[src/rtl/mdr_mem_if_pkg.sv]
// Shared definitions for the memory data register: access size encodings,
// FSM state encoding and the wait-counter width.
package mdr_mem_if_pkg;

  localparam logic [1:0] SZ_BYTE = 2'b00;
  localparam logic [1:0] SZ_HALF = 2'b01;
  localparam logic [1:0] SZ_WORD = 2'b10;

  // Wide enough for any MAX_WAIT in 1..255
  localparam int CNT_W = 8;

  typedef enum logic [1:0] {
    ST_IDLE = 2'b00,
    ST_RD   = 2'b01,
    ST_WR   = 2'b10
  } state_e;

  // Both 10 and 11 select a full-word access
  function automatic logic is_word(input logic [1:0] sz);
    return sz[1];
  endfunction

endpackage

[src/rtl/mdr_mem_if_lane_align.sv]
// Combinational lane handling: load extract/extend from the memory word and
// store replication plus byte-enable generation.
module mdr_lane_align
  import mdr_mem_if_pkg::*;
#(
  parameter int DATA_W = 32,
  parameter int LANE_W = 2
) (
  input  logic [DATA_W-1:0]   ld_data,
  input  logic [1:0]          ld_size,
  input  logic                ld_sign,
  input  logic [LANE_W-1:0]   ld_addr,
  output logic [DATA_W-1:0]   ld_value,
  input  logic [DATA_W-1:0]   st_data,
  input  logic [1:0]          st_size,
  input  logic [LANE_W-1:0]   st_addr,
  output logic [DATA_W-1:0]   st_wdata,
  output logic [DATA_W/8-1:0] st_be
);

  localparam int BE_W = DATA_W / 8;

  logic [LANE_W-1:0] ld_half_addr;
  logic [LANE_W-1:0] st_half_addr;
  logic [7:0]        ld_byte;
  logic [15:0]       ld_half;
  logic [DATA_W-1:0] byte_rep;
  logic [DATA_W-1:0] half_rep;

  // Halfword lanes are forced even so the part select never leaves the word
  assign ld_half_addr = {ld_addr[LANE_W-1:1], 1'b0};
  assign st_half_addr = {st_addr[LANE_W-1:1], 1'b0};

  assign ld_byte = ld_data[{ld_addr, 3'b000} +: 8];
  assign ld_half = ld_data[{ld_half_addr, 3'b000} +: 16];

  always_comb begin
    ld_value = ld_data;
    case (ld_size)
      SZ_BYTE: ld_value = {{(DATA_W-8){ld_sign & ld_byte[7]}}, ld_byte};
      SZ_HALF: ld_value = {{(DATA_W-16){ld_sign & ld_half[15]}}, ld_half};
      SZ_WORD, 2'b11: ld_value = ld_data;
      default: ld_value = ld_data;
    endcase
  end

  always_comb begin
    byte_rep = '0;
    half_rep = '0;
    for (int i = 0; i < BE_W; i++) begin
      byte_rep[8*i +: 8] = st_data[7:0];
    end
    for (int i = 0; i < DATA_W/16; i++) begin
      half_rep[16*i +: 16] = st_data[15:0];
    end
  end

  always_comb begin
    st_wdata = st_data;
    st_be    = '1;
    case (st_size)
      SZ_BYTE: begin
        st_wdata = byte_rep;
        st_be    = BE_W'(1) << st_addr;
      end
      SZ_HALF: begin
        st_wdata = half_rep;
        st_be    = BE_W'(3) << st_half_addr;
      end
      SZ_WORD, 2'b11: begin
        st_wdata = st_data;
        st_be    = '1;
      end
      default: begin
        st_wdata = st_data;
        st_be    = '1;
      end
    endcase
  end

endmodule

[src/rtl/mdr_mem_if.sv]
// Memory data register with request/ready handshake, wait-state timeout and
// byte/halfword/word accesses; keeps the legacy MDRin load path in IDLE.
module mdr_mem_if
  import mdr_mem_if_pkg::*;
#(
  parameter int                DATA_W    = 32,
  parameter logic [DATA_W-1:0] RESET_VAL = '0,
  parameter int                MAX_WAIT  = 15,
  localparam int               LANE_W    = $clog2(DATA_W/8),
  localparam int               BE_W      = DATA_W/8
) (
  input  logic              clock,
  input  logic              clear,
  input  logic              MDRin,
  input  logic              read,
  input  logic [DATA_W-1:0] BMout,
  input  logic [DATA_W-1:0] Mdatain,
  input  logic              start_rd,
  input  logic              start_wr,
  input  logic [1:0]        size,
  input  logic              sign_ext,
  input  logic [LANE_W-1:0] addr_lo,
  input  logic              mem_ready,
  output logic [DATA_W-1:0] BMInMDR,
  output logic [DATA_W-1:0] mem_wdata,
  output logic [BE_W-1:0]   mem_be,
  output logic              mem_rd_req,
  output logic              mem_wr_req,
  output logic              busy,
  output logic              done,
  output logic              err
);

  state_e            state_q, state_d;
  logic [DATA_W-1:0] reg_q, reg_d;
  logic [CNT_W-1:0]  cnt_q, cnt_d;
  logic              err_q, err_d;
  logic              done_q, done_d;
  logic [1:0]        size_q, size_d;
  logic              sign_q, sign_d;
  logic [LANE_W-1:0] addr_q, addr_d;
  logic [DATA_W-1:0] wdata_q, wdata_d;
  logic [BE_W-1:0]   be_q, be_d;

  logic [DATA_W-1:0] ld_value;
  logic [DATA_W-1:0] st_wdata;
  logic [BE_W-1:0]   st_be;
  logic              misaligned;
  logic [CNT_W:0]    cnt_inc;
  logic              timeout;

  // Loads use the attributes captured at start; stores use the live ones
  // because wdata/be are registered on the start edge itself.
  mdr_lane_align #(
    .DATA_W (DATA_W),
    .LANE_W (LANE_W)
  ) u_lane_align (
    .ld_data  (Mdatain),
    .ld_size  (size_q),
    .ld_sign  (sign_q),
    .ld_addr  (addr_q),
    .ld_value (ld_value),
    .st_data  (reg_q),
    .st_size  (size),
    .st_addr  (addr_lo),
    .st_wdata (st_wdata),
    .st_be    (st_be)
  );

  assign misaligned = is_word(size) ? (addr_lo != '0)
                                    : ((size == SZ_HALF) && addr_lo[0]);

  assign cnt_inc = {1'b0, cnt_q} + (CNT_W+1)'(1);
  assign timeout = (cnt_inc == (CNT_W+1)'(MAX_WAIT));

  always_comb begin
    state_d = state_q;
    reg_d   = reg_q;
    cnt_d   = cnt_q;
    err_d   = err_q;
    done_d  = 1'b0;
    size_d  = size_q;
    sign_d  = sign_q;
    addr_d  = addr_q;
    wdata_d = wdata_q;
    be_d    = be_q;

    case (state_q)
      ST_IDLE: begin
        if (start_rd || start_wr) begin
          if (misaligned) begin
            err_d = 1'b1;
          end else begin
            err_d   = 1'b0;
            cnt_d   = '0;
            size_d  = size;
            sign_d  = sign_ext;
            addr_d  = addr_lo;
            if (start_rd) begin
              state_d = ST_RD;
            end else begin
              state_d = ST_WR;
              wdata_d = st_wdata;
              be_d    = st_be;
            end
          end
        end else if (MDRin) begin
          reg_d = read ? Mdatain : BMout;
        end
      end

      ST_RD, ST_WR: begin
        // Ready is checked first so it wins over a simultaneous timeout
        if (mem_ready) begin
          done_d  = 1'b1;
          state_d = ST_IDLE;
          if (state_q == ST_RD) begin
            reg_d = ld_value;
          end
        end else if (timeout) begin
          err_d   = 1'b1;
          state_d = ST_IDLE;
        end else begin
          cnt_d = cnt_inc[CNT_W-1:0];
        end
      end

      default: begin
        state_d = ST_IDLE;
      end
    endcase
  end

  always_ff @(posedge clock or negedge clear) begin
    if (!clear) begin
      state_q <= ST_IDLE;
      reg_q   <= RESET_VAL;
      cnt_q   <= '0;
      err_q   <= 1'b0;
      done_q  <= 1'b0;
      size_q  <= SZ_BYTE;
      sign_q  <= 1'b0;
      addr_q  <= '0;
      wdata_q <= '0;
      be_q    <= '0;
    end else begin
      state_q <= state_d;
      reg_q   <= reg_d;
      cnt_q   <= cnt_d;
      err_q   <= err_d;
      done_q  <= done_d;
      size_q  <= size_d;
      sign_q  <= sign_d;
      addr_q  <= addr_d;
      wdata_q <= wdata_d;
      be_q    <= be_d;
    end
  end

  assign BMInMDR    = reg_q;
  assign mem_wdata  = wdata_q;
  assign mem_be     = (state_q == ST_WR) ? be_q : '0;
  assign mem_rd_req = (state_q == ST_RD);
  assign mem_wr_req = (state_q == ST_WR);
  assign busy       = (state_q != ST_IDLE);
  assign done       = done_q;
  assign err        = err_q;

endmodule

[config.mk]
export PLATFORM = sky130hd
export DESIGN_NAME = mdr_mem_if
export DESIGN_NICKNAME = d
export VERILOG_FILES = /design/src/rtl/mdr_mem_if_pkg.sv /design/src/rtl/mdr_mem_if_lane_align.sv /design/src/rtl/mdr_mem_if.sv
export SDC_FILE = /design/constraint.sdc
export NUM_CORES = 1
export LEC_CHECK = 0
export CAP_MARGIN = 20
export CORE_MARGIN = 1
export CORE_UTILIZATION = 44
export DETAILED_ROUTE_END_ITERATION = 8
export GPL_TIMING_DRIVEN = 0
export PLACE_DENSITY = 0.77
export SYNTH_ARGS = -nofsm -noshare
export SYNTH_HDL_FRONTEND = slang
export SYNTH_SLANG_ARGS = --single-unit
[constraint.sdc]
create_clock -name clock -period 1.95 [get_ports clock]
set_input_delay 0.39 -clock clock [delete_from_list [all_inputs] [get_ports clock]]
set_output_delay 0.39 -clock clock [all_outputs]
set_load 0.02 [all_outputs]
==> run summary <==
Clock Pin Slew Worst Setup and Hold Paths: 0.06 ns
ys flop type: dfrtp_1
ANT nets after route: 0
Tightest Hold Check Type: input pin to async pin
hold_buf cts: 0
period utilisation layout: 105%
area added between synthesis and finish: 49.7%
Total Neg Setup Slack: -0.965 ns
Starting Density: 45.6%
area taken by multi-input logic gates: 3040 um^2
num rows: 39
Leak: 3.33 nW
measured slew at the worst slew-check pin: 0.909 ns
I/O Pins: 149
CTS H-tree depth: 3
Placeable Area: 11600 um^2
setup repair after global routing missed its margin: true
f_max: 489 MHz
Post-Layout Inst Area: 7900 um^2
max-slew violations: 0
WP data required: 2.19 ns
count of final setup violators: 28
TritonCTS clock tree: yes
Synth async-reset ratio: 100%
antenna diode count: 0
Mapped Cells: 561
HPWL after detailed placement: 13.7 mm
Die Width: 111 um
Synth Cell Area: 5270 um^2
crit path capture type: register
Vias/cell: 6.04
largest area contributor in the netlist: dfrtp_1
Synth Net Count: 642
startpoint types: register
vias in the first global route: 5231
GPL Wtd Cong: 0.901
initial DRC count: 509
largest net degree at the start of global routing: 50
pwr dens: 1720 nW/um^2
DRT Pass-1 Iters: 7
Max-cap violations: 0
Netlist cell types: 61
share of layout cells above drive strength 1: 22.4%
port bufs: 146
Synth area leaders: dfrtp_1, mux2i_1, nand2_1
synthesized area per cell: 9.40 um^2
DRC Markers: 11
worst clock skew: 0.00786 ns
Final min period: 2.04 ns
Max-slew headroom: 39.2%
reg-to-reg slack, setup: -0.09 ns
Synthesis Warnings: 0
fin nets: 823
Core Util, Final: 68.3%
floorplan die height: 111 um
Die ar.: 12400 um^2
Vias: 5378
clk root buf: clkbuf_16
first-pass GRT wire length: 28.4 mm
Total GRT Usage: 29.9%
setup ws final: -0.0934 ns
CTS max path bufs: 2
share of the synthesized area in the top cell type: 40.3%
outcome: finished, violations left
Yosys reg bits: 85
Routed WL per cell: 20.9 um
gr ovfl total: 0
fillers: 917
kind of critical path: register to register
most frequent cells in the layout: clkdlybuf4s50_1, nand2_1, dfrtp_1, nor2_1, nor2b_1
Sink Count: 85
Skew-Pair Late Insertion Delay: 0.35 ns
crit path max fanout: 6
Post-DP Area: 6960 um^2
most common cell after layout, fill and taps aside: clkdlybuf4s50_1
register area: 2140 um^2
failing checks: DRC, setup timing
Final Hold Fails: 0
register area share after synthesis: 40.3%
Routed WL: 18.6 mm
cts bufs inserted: 9
Post-synth EDFFs: 0
worst path arrival time: 2.29 ns
initial antenna violation count: 0
worst vdd ir: 0.000712 V
==> area by class of cell <==
type / count / share of cell area (%)
clock buffer: 11 / 3.07
multi-input combinational: 413 / 38.6
sequential: 85 / 27.1
buffer: 49 / 4.61
tap: 143 / 2.27
inverter: 9 / 0.586
clock inverter: 5 / 1.36
timing repair buffer: 175 / 22.5
==> synth_stat cells (2+ instances only) <==
cell and number:
a211o_1 3, a211oi_1 32, a21o_1 2, a21oi_1 23, a221oi_1 13, a221oi_2 10
a22o_1 10, a22oi_1 7, a31oi_1 4, and2_1 7, and3_1 3, buf_1 2
buf_2 10, buf_4 10, buf_6 3, clkbuf_1 28, dfrtp_1 85, ha_1 5
inv_1 8, mux2_2 11, mux2i_1 34, mux4_2 8, nand2_1 81, nand2b_1 4
nand3_1 7, nand3b_1 2, nor2_1 42, nor2b_1 35, nor3_1 3, o21a_1 2
o21ai_0 31, o21ai_1 3, o221ai_1 3, o31ai_1 2, or3_1 2
==> worst max-delay path: stages (launching register included) <==
cell     delay, ns
dfrtp_1       0.39
inv_2         0.10
ha_4          0.17
buf_12        0.10
o21ai_4       0.06
a211o_1       0.27
buf_6         0.14
a21o_1        0.18
buf_6         0.14
a22o_1        0.18
a41o_1        0.20
==> power by group <==
group | internal [mW] | switching [mW]
combinational | 3.86 | 4.13
sequential | 2.64 | 0.921
clock | 1.29 | 0.755
total | 7.79 | 5.81
==> routing by layer <==
metal / track usage [%] / part of all wire [%] / wire, um
met5: 0 / 0 / 0
met4: 10.0 / 2.2 / 412
met3: 4.63 / 6.6 / 1230
met2: 49.3 / 47 / 8810
met1: 40.3 / 44 / 8180
==> stage by stage <==
step / cells / hold slack, ns / worst slack (ns) / power (mW)
after floorplan: 561 / 0.0944 / -0.0628 / 7.41
after global placement: 850 / 0.459 / -2.64 / 10.1
after detailed placement: 851 / 0.395 / -0.618 / 10.3
after CTS: 882 / 0.0279 / -0.0758 / 12.9
after global routing: 890 / 0.0611 / -0.139 / 14.2
final: 890 / 0.00884 / -0.0934 / 13.6
==> state kept, by name, indices dropped and copies added, names as in the netlist <==
name and count:
done 1, sign_q 1, mem_wdata 32, err 1
size_q 2, addr_q 2, cnt_q 8, BMInMDR 32
be_q 4, state_q 2
==> worst paths after layout <==
path,start,end,cells after the start
max,state_q[0],cnt_q[2],10
min,clear,cnt_q[0],1
max reg2reg,state_q[0],cnt_q[2],10
min reg2reg,mem_wdata[1],mem_wdata[1],2
max in group asynchronous,clear,BMInMDR[0],2
min in group clock,Mdatain[23],BMInMDR[23],3
==> what timing repair did <==
item                       4_1_cts  5_1_grt
buffers inserted                16        9
setup endpoints to repair       90       75
pin swaps                       10        7
gates resized for setup         77       59
gates cloned                     1        2
==> cell families after synthesis <==
logic type / after synthesis / share of synthesized area (%)
AND/OR/NAND/NOR: 192 / 17.1
AO/OA/AOI/OAI: 161 / 22.8
flip-flops: 85 / 40.3
buffers and inverters: 63 / 5.88
multiplexers: 54 / 12.5
adder cells (fa/ha/maj): 5 / 1.19
XOR/XNOR: 1 / 0.166
Power figures use the tool's default switching activity.
